File: src/rtl/inst_fetch_queue.sv
`timescale 1ns/1ps
// -----------------------------------------------------------------------------
// inst_fetch_queue
//
// Purpose:
//   Small instruction FIFO between the fetch stage and the decode stage.
//   It buffers {pc, inst} pairs from fetch. When full, it raises a stall so the
//   PC register holds. A pipeline flush (exception or ertn redirect) drops every
//   buffered entry.
//
// Optional feature (compile-time macro IFQ_BYPASS_EN):
//   When defined, an instruction that arrives while the queue is empty is shown
//   to decode in the same cycle. If decode takes it in that cycle, the entry
//   passes straight through and is never stored.
//
// Parameters:
//   DEPTH   number of entries (power of two, >= 2)
//   ADDR_W  PC width
//   DATA_W  instruction width
//
// Ports:
//   clk        clock; all state updates on its rising edge
//   rst        asynchronous active-high reset
//   flush      synchronous pipeline flush; empties the queue
//   in_valid   fetch presents {in_pc, in_inst}
//   in_pc      PC of the fetched instruction
//   in_inst    fetched instruction word
//   in_ready   queue accepts a push this cycle
//   stall_o    hold request to the PC register (queue full)
//   out_valid  head entry valid toward decode
//   out_pc     head entry PC (0 when empty)
//   out_inst   head entry instruction (0 when empty)
//   out_ready  decode accepts the head this cycle
//   count_o    number of occupied entries (0..DEPTH)
// -----------------------------------------------------------------------------
module inst_fetch_queue #(
    parameter int unsigned DEPTH  = 4,
    parameter int unsigned ADDR_W = 32,
    parameter int unsigned DATA_W = 32
) (
    input  logic                     clk,
    input  logic                     rst,
    input  logic                     flush,
    input  logic                     in_valid,
    input  logic [ADDR_W-1:0]        in_pc,
    input  logic [DATA_W-1:0]        in_inst,
    output logic                     in_ready,
    output logic                     stall_o,
    output logic                     out_valid,
    output logic [ADDR_W-1:0]        out_pc,
    output logic [DATA_W-1:0]        out_inst,
    input  logic                     out_ready,
    output logic [$clog2(DEPTH):0]   count_o
);

    localparam int unsigned PTR_W = $clog2(DEPTH);
    localparam int unsigned CNT_W = PTR_W + 1;
    localparam logic [CNT_W-1:0] FULL_CNT = CNT_W'(DEPTH);

    // Entry storage is not reset; validity comes only from r_count.
    logic [ADDR_W-1:0] r_pc_mem   [DEPTH];
    logic [DATA_W-1:0] r_inst_mem [DEPTH];

    logic [PTR_W-1:0]  r_wr_ptr;
    logic [PTR_W-1:0]  r_rd_ptr;
    logic [CNT_W-1:0]  r_count;

    logic              w_empty;
    logic              w_full;
    logic              w_bypass;
    logic              w_push;
    logic              w_pop;
    logic              w_store;
    logic              w_release;
    logic [CNT_W-1:0]  w_count_d;

    // -------------------------------------------------------------------------
    // Occupancy flags and bypass qualification
    // -------------------------------------------------------------------------
    always_comb begin
        w_empty = (r_count == '0);
        w_full  = (r_count == FULL_CNT);
`ifdef IFQ_BYPASS_EN
        // A flush cycle must not leak a redirected-away instruction to decode.
        w_bypass = w_empty & in_valid & ~flush;
`else
        w_bypass = 1'b0;
`endif
    end

    // -------------------------------------------------------------------------
    // Outputs toward fetch and decode
    // -------------------------------------------------------------------------
    always_comb begin
        in_ready  = ~w_full;
        stall_o   = w_full;
        out_valid = ~w_empty | w_bypass;
        count_o   = r_count;
        out_pc    = '0;
        out_inst  = '0;
        if (!w_empty) begin
            out_pc   = r_pc_mem[r_rd_ptr];
            out_inst = r_inst_mem[r_rd_ptr];
        end else if (w_bypass) begin
            out_pc   = in_pc;
            out_inst = in_inst;
        end
    end

    // -------------------------------------------------------------------------
    // Handshakes
    // -------------------------------------------------------------------------
    always_comb begin
        w_push = in_valid & in_ready;
        w_pop  = out_valid & out_ready;
        // A bypassed entry that decode consumes right away never touches storage.
        // When the queue is empty, a pop can only be of the bypassed entry, so it
        // never advances the read side.
        w_store   = w_push & ~(w_bypass & out_ready);
        w_release = w_pop & ~w_bypass;
    end

    always_comb begin
        w_count_d = r_count;
        case ({w_store, w_release})
            2'b10:   w_count_d = r_count + CNT_W'(1);
            2'b01:   w_count_d = r_count - CNT_W'(1);
            default: w_count_d = r_count;
        endcase
    end

    // -------------------------------------------------------------------------
    // Pointer and count state; flush has priority over push and pop
    // -------------------------------------------------------------------------
    always_ff @(posedge clk or posedge rst) begin
        if (rst) begin
            r_wr_ptr <= '0;
            r_rd_ptr <= '0;
            r_count  <= '0;
        end else if (flush) begin
            r_wr_ptr <= '0;
            r_rd_ptr <= '0;
            r_count  <= '0;
        end else begin
            // DEPTH is a power of two, so the natural overflow wraps modulo DEPTH.
            if (w_store) begin
                r_wr_ptr <= r_wr_ptr + PTR_W'(1);
            end
            if (w_release) begin
                r_rd_ptr <= r_rd_ptr + PTR_W'(1);
            end
            r_count <= w_count_d;
        end
    end

    // -------------------------------------------------------------------------
    // Entry storage
    // -------------------------------------------------------------------------
    always_ff @(posedge clk) begin
        if (!rst && !flush && w_store) begin
            r_pc_mem[r_wr_ptr]   <= in_pc;
            r_inst_mem[r_wr_ptr] <= in_inst;
        end
    end

endmodule
File: config.mk
export PLATFORM = sky130hd
export DESIGN_NAME = inst_fetch_queue
export DESIGN_NICKNAME = d
export VERILOG_FILES = /design/src/rtl/inst_fetch_queue.sv
export SDC_FILE = /design/constraint.sdc
export NUM_CORES = 1
export LEC_CHECK = 0
export ABC_AREA = 1
export BUFFER_PORTS_ARGS = -buffer_cell sky130_fd_sc_hd__buf_2
export CAP_MARGIN = 5
export CORE_MARGIN = 2
export CORE_UTILIZATION = 62
export DETAILED_ROUTE_END_ITERATION = 10
export HOLD_SLACK_MARGIN = 0.02
export PLACE_DENSITY = 0.85
export SLEW_MARGIN = 20
export SYNTH_ARGS = -nofsm -noshare
export SYNTH_HDL_FRONTEND = slang
export SYNTH_SLANG_ARGS = --single-unit
File: constraint.sdc
create_clock -name clk -period 12.4 [get_ports clk]
set_input_delay 0.62 -clock clk [delete_from_list [all_inputs] [get_ports clk]]
set_output_delay 0.62 -clock clk [all_outputs]
set_load 0.03 [all_outputs]
==> results.md <==
Status:
- The run finished with clean final reports.

STA:
- The final critical-path setup slack is 8.32 ns.
- Setup repair after global routing left no endpoint under its margin.
- Setup violations remaining at the end of the flow were counted as 0.
- The worst max-slew margin expressed relative to the limit is between 30 and 40%.
- Subtracting the final worst setup slack from the clock period gives about 4.1 ns.
- The part of the cycle the worst path needs is approximately a third.
- After routing, the total negative slack on setup checks comes to 0 ns.
- Based on the critical path, the design can be clocked at up to 0.245 GHz.
- The max-slew violation total from the final report is 0.
- The slew of the pin with the lowest slew margin is 0.993 ns.
- The clock skew is about 0.0060 ns.
- The number of hold violations in the final report is 0.

Critical path:
- Walking the worst path, the cells encountered are clkinv_2 -> buf_4 -> o21ai_0 -> a21oi_1 -> buf_2.
- The data arrival time of the critical path is approximately 3.5 ns.
- The endpoint identified for the worst register-to-register timing path is r_inst_mem[0][15].
- For this design, the slowest cell found on the critical path is sky130_fd_sc_hd__clkinv_2.
- The largest fanout on the critical path is a little over 70.
- STA classifies the critical path endpoint as a primary output.
- STA classifies the critical path startpoint as a flip-flop.
- The number of cells on the worst reg-to-reg path is 7.
- For the worst setup path, the data required time is 11.78 ns.
- The worst stage delay on the critical path is 0.82 ns.
- The worst register-to-register path has a setup slack of between 9 and 10 ns.
- The type of the setup path with the least slack is flip-flop to primary output.
- The worst register-to-register path begins at count_o[0].

Route:
- The post-detailed-routing wire length is 21.6 mm.
- Dividing the detail-routed via count by the number of cells gives between 5 and 6.
- The number of optimization iterations in the first detailed-route pass is 5.
- The routed length per placed instance is 18.2 µm.
- The DRC violation count after routing is 0.
- The DRC marker count from the first detailed-route iteration is 667.
- Detailed routing inserted a total of between 6000 and 7000 vias.
- The residual antenna-violating net count after detailed routing is 0.

Logic synthesis:
- By area the synthesized netlist is led by sky130_fd_sc_hd__edfxtp_1 74%, sky130_fd_sc_hd__nor2_1 9.5%, sky130_fd_sc_hd__o21ai_0 6.1%.
- Synthesis handed over a netlist of just over 800 instances.
- Synthesis produced a netlist with a net count of 893.
- The number of different library cells in the post-synthesis netlist is 22.
- The post-synth design cell area is between 10000 and 15000 µm².
- The synthesized design spends more area on one cell type than any other, namely sky130_fd_sc_hd__edfxtp_1.
- The area share of the leading cell type in the synthesized netlist is about three quarters.
- Of the synthesized area, sequential elements account for about three quarters.
- The number of synthesis warnings is 0.
- Averaged over all synthesized cells, the footprint is 12.6 µm².
- In this run, synthesis produced a sequential element count of around 260.

Clock tree:
- After clock tree synthesis, the clock-pin slew on the worst setup and hold paths is around 0.06 ns.
- The number of clock sinks seen by CTS is approximately 260.
- The cell at the root of the clock tree is sky130_fd_sc_hd__clkbuf_16.
- TritonCTS built the clock tree.
- The cts-stage hold buffer count is 0.
- Once the clock tree was built, the setup fixing pass inserted 0 buffers.
- The maximum root-to-sink buffer count is 3.
- The number of buffers created by CTS is 25.
- The later pin in the worst-skew pair is clocked with a latency of roughly 0.5 ns.
- The depth of the CTS H-tree is 1.
- The post-cts repair resize count is 0.

Global routing:
- The number of antenna violations at the first check in global routing is 2.
- The maximum number of pins on one net before global-route repair is around 80.
- The first global-routing pass estimated around 33 mm of wire.
- The global-route usage over all layers is 23.8%.
- For this run the aggregate overflow at the end of global routing stands at 0.
- The via count of the first global-routing pass is between 6000 and 7000.

Power and ir drop:
- The switching power is approximately 0.001 W.
- The power density over cell area is about 220 nW/µm².
- Of the total power, the share spent switching nets is about two fifths.
- In this run the static leakage power is 4.37 nW.
- Of the total power, the clock network draws approximately a quarter.
- The relative contribution of combinational cells to total power is 34.1%.
- The register share of total power is about two fifths.
- VDD sags by at most between 150 and 200 µV.
- The internal cell power is roughly 0.0016 W.
- The power after layout is 0.00262 W.

Finish:
- Compared with the post-synthesis result, the final layout area differs by 15.1%.
- Leaving out fill and tap cells, the most frequent cells in the layout are 257 x sky130_fd_sc_hd__nor2_1, 256 x sky130_fd_sc_hd__edfxtp_1, 138 x sky130_fd_sc_hd__buf_2, 127 x sky130_fd_sc_hd__o21ai_0, 67 x sky130_fd_sc_hd__a21oi_1.
- The final layout contains between 1000 and 1500 nets.
- The leading cell type in the layout, fill and taps excluded is sky130_fd_sc_hd__nor2_1.
- The share of cells above drive strength 1 is about a fifth.

Place:
- At the placement stage, the worst setup path has a slack of 8.88 ns.
- Summed over all nets, the half-perimeter wirelength after detailed placement is ~11 mm.
- The congestion estimate from routability-driven global placement came to about 0.79.
- The count of input and output buffers is 138.

Die:
- During I/O placement, the number of pins put on the boundary was between 100 and 150.
- The die covers between 15000 and 20000 µm².
- After floorplanning, the core was divided into 47 placement rows.
- The height of the chip is 133 µm.
- Once the floorplan was initialized, standard cells occupied a little over three fifths of the core.
- The core region is roughly 16000 µm².
- In this run the horizontal extent of the chip is approximately 130 µm.

Run:
- Max-cap violations in this run came to 0.

Min path:
- The classification of the worst-slack hold path is input pin to async pin.
[metal layers]
| layer | GRT usage, % | wire (µm) | vias up |
|---|---|---|---|
| met5 | 0 | 0 | - |
| met4 | 8.51 | 597 | 0 |
| met3 | 3.65 | 1430 | 47 |
| met2 | 40.2 | 11000 | 273 |
| met1 | 32.0 | 8590 | 3280 |
| li1 | - | - | 3148 |
[synth_stat cells, drive strengths merged]
| library cell | n |
|---|---|
| ha | 4 |
| a21oi | 67 |
| nand2 | 18 |
| o21ai | 131 |
| clkinv | 1 |
| nand3 | 6 |
| clkbuf | 12 |
| fa | 1 |
| edfxtp | 256 |
| xnor2 | 1 |
| inv | 16 |
| nor2 | 262 |
| nand3b | 1 |
| buf | 36 |
| dfrtp | 7 |
[power by group through the flow]
stage	registers, W	clock network, W	logic (W)
finish	0.00104	0.000690	0.000893
global route	0.00104	0.000730	0.000959
CTS	0.00104	0.000697	0.000898
detailed placement	0.00106	0	0.000891
global placement	0.00105	0	0.000877
floorplan	0.00105	0	0.000655
[worst max-delay path: cells and delay by family, from the launching register on]
family,cells,cell delay [ns]
flip-flops,1,0.77
AO/OA/AOI/OAI,2,0.43
buffers and inverters,3,1.64
[sequential cells by signal, summed over array words and instances (netlist names)]
register and count:
r_inst_mem 128, r_pc_mem 128, count_o 3, r_wr_ptr 2, r_rd_ptr 2
[worst max-delay path by stage]
| stage | endpoint | slack [ns] | start |
|---|---|---|---|
| floorplan | r_inst_mem[0][0] | 7.93 | count_o[0] |
| global placement | out_inst[6] | 8.95 | r_rd_ptr[0] |
| detailed placement | out_pc[27] | 8.88 | r_rd_ptr[0] |
| CTS | out_inst[1] | 8.29 | r_rd_ptr[0] |
| global route | out_pc[20] | 8.12 | r_rd_ptr[0] |
| finish | out_inst[1] | 8.32 | r_rd_ptr[0] |
[cell families (layout without fill, tap and decap cells)]
| family | after synthesis | after routing | synth area share, % |
|---|---|---|---|
| xor gates and xnor gates | 1 | 1 | 0.0846 |
| other | 0 | 1 | 0 |
| buffers and inverters | 65 | 209 | 3.18 |
| and+or+nand+nor | 287 | 287 | 10.6 |
| adders and majority gates | 5 | 5 | 0.677 |
| DFF | 263 | 263 | 75.9 |
| AOI/OAI and AO/OA | 198 | 198 | 9.57 |
[per-stage QoR]
stage	instance area, µm²	cells	hold slack [ns]	utilization, %
CTS	11900	1182	0.0459	72.2
floorplan	10400	819	0.432	-
global route	11900	1184	0.0637	72.4
finish	11900	1184	0.0545	72.4
detailed placement	11200	1138	0.551	67.8
global placement	11200	1138	0.541	67.8
[area by class of cell]
cell class	count	area (µm²)
Sequential cell	263	7870
Fill cell	1082	4550
Multi-Input combinational cell	491	2200
Timing Repair Buffer	148	778
Clock buffer	29	641
Tap cell	220	275
Clock inverter	15	93.8
Inverter	17	65.1
Antenna cell	1	2.50
(Power assumes the default switching activity.)
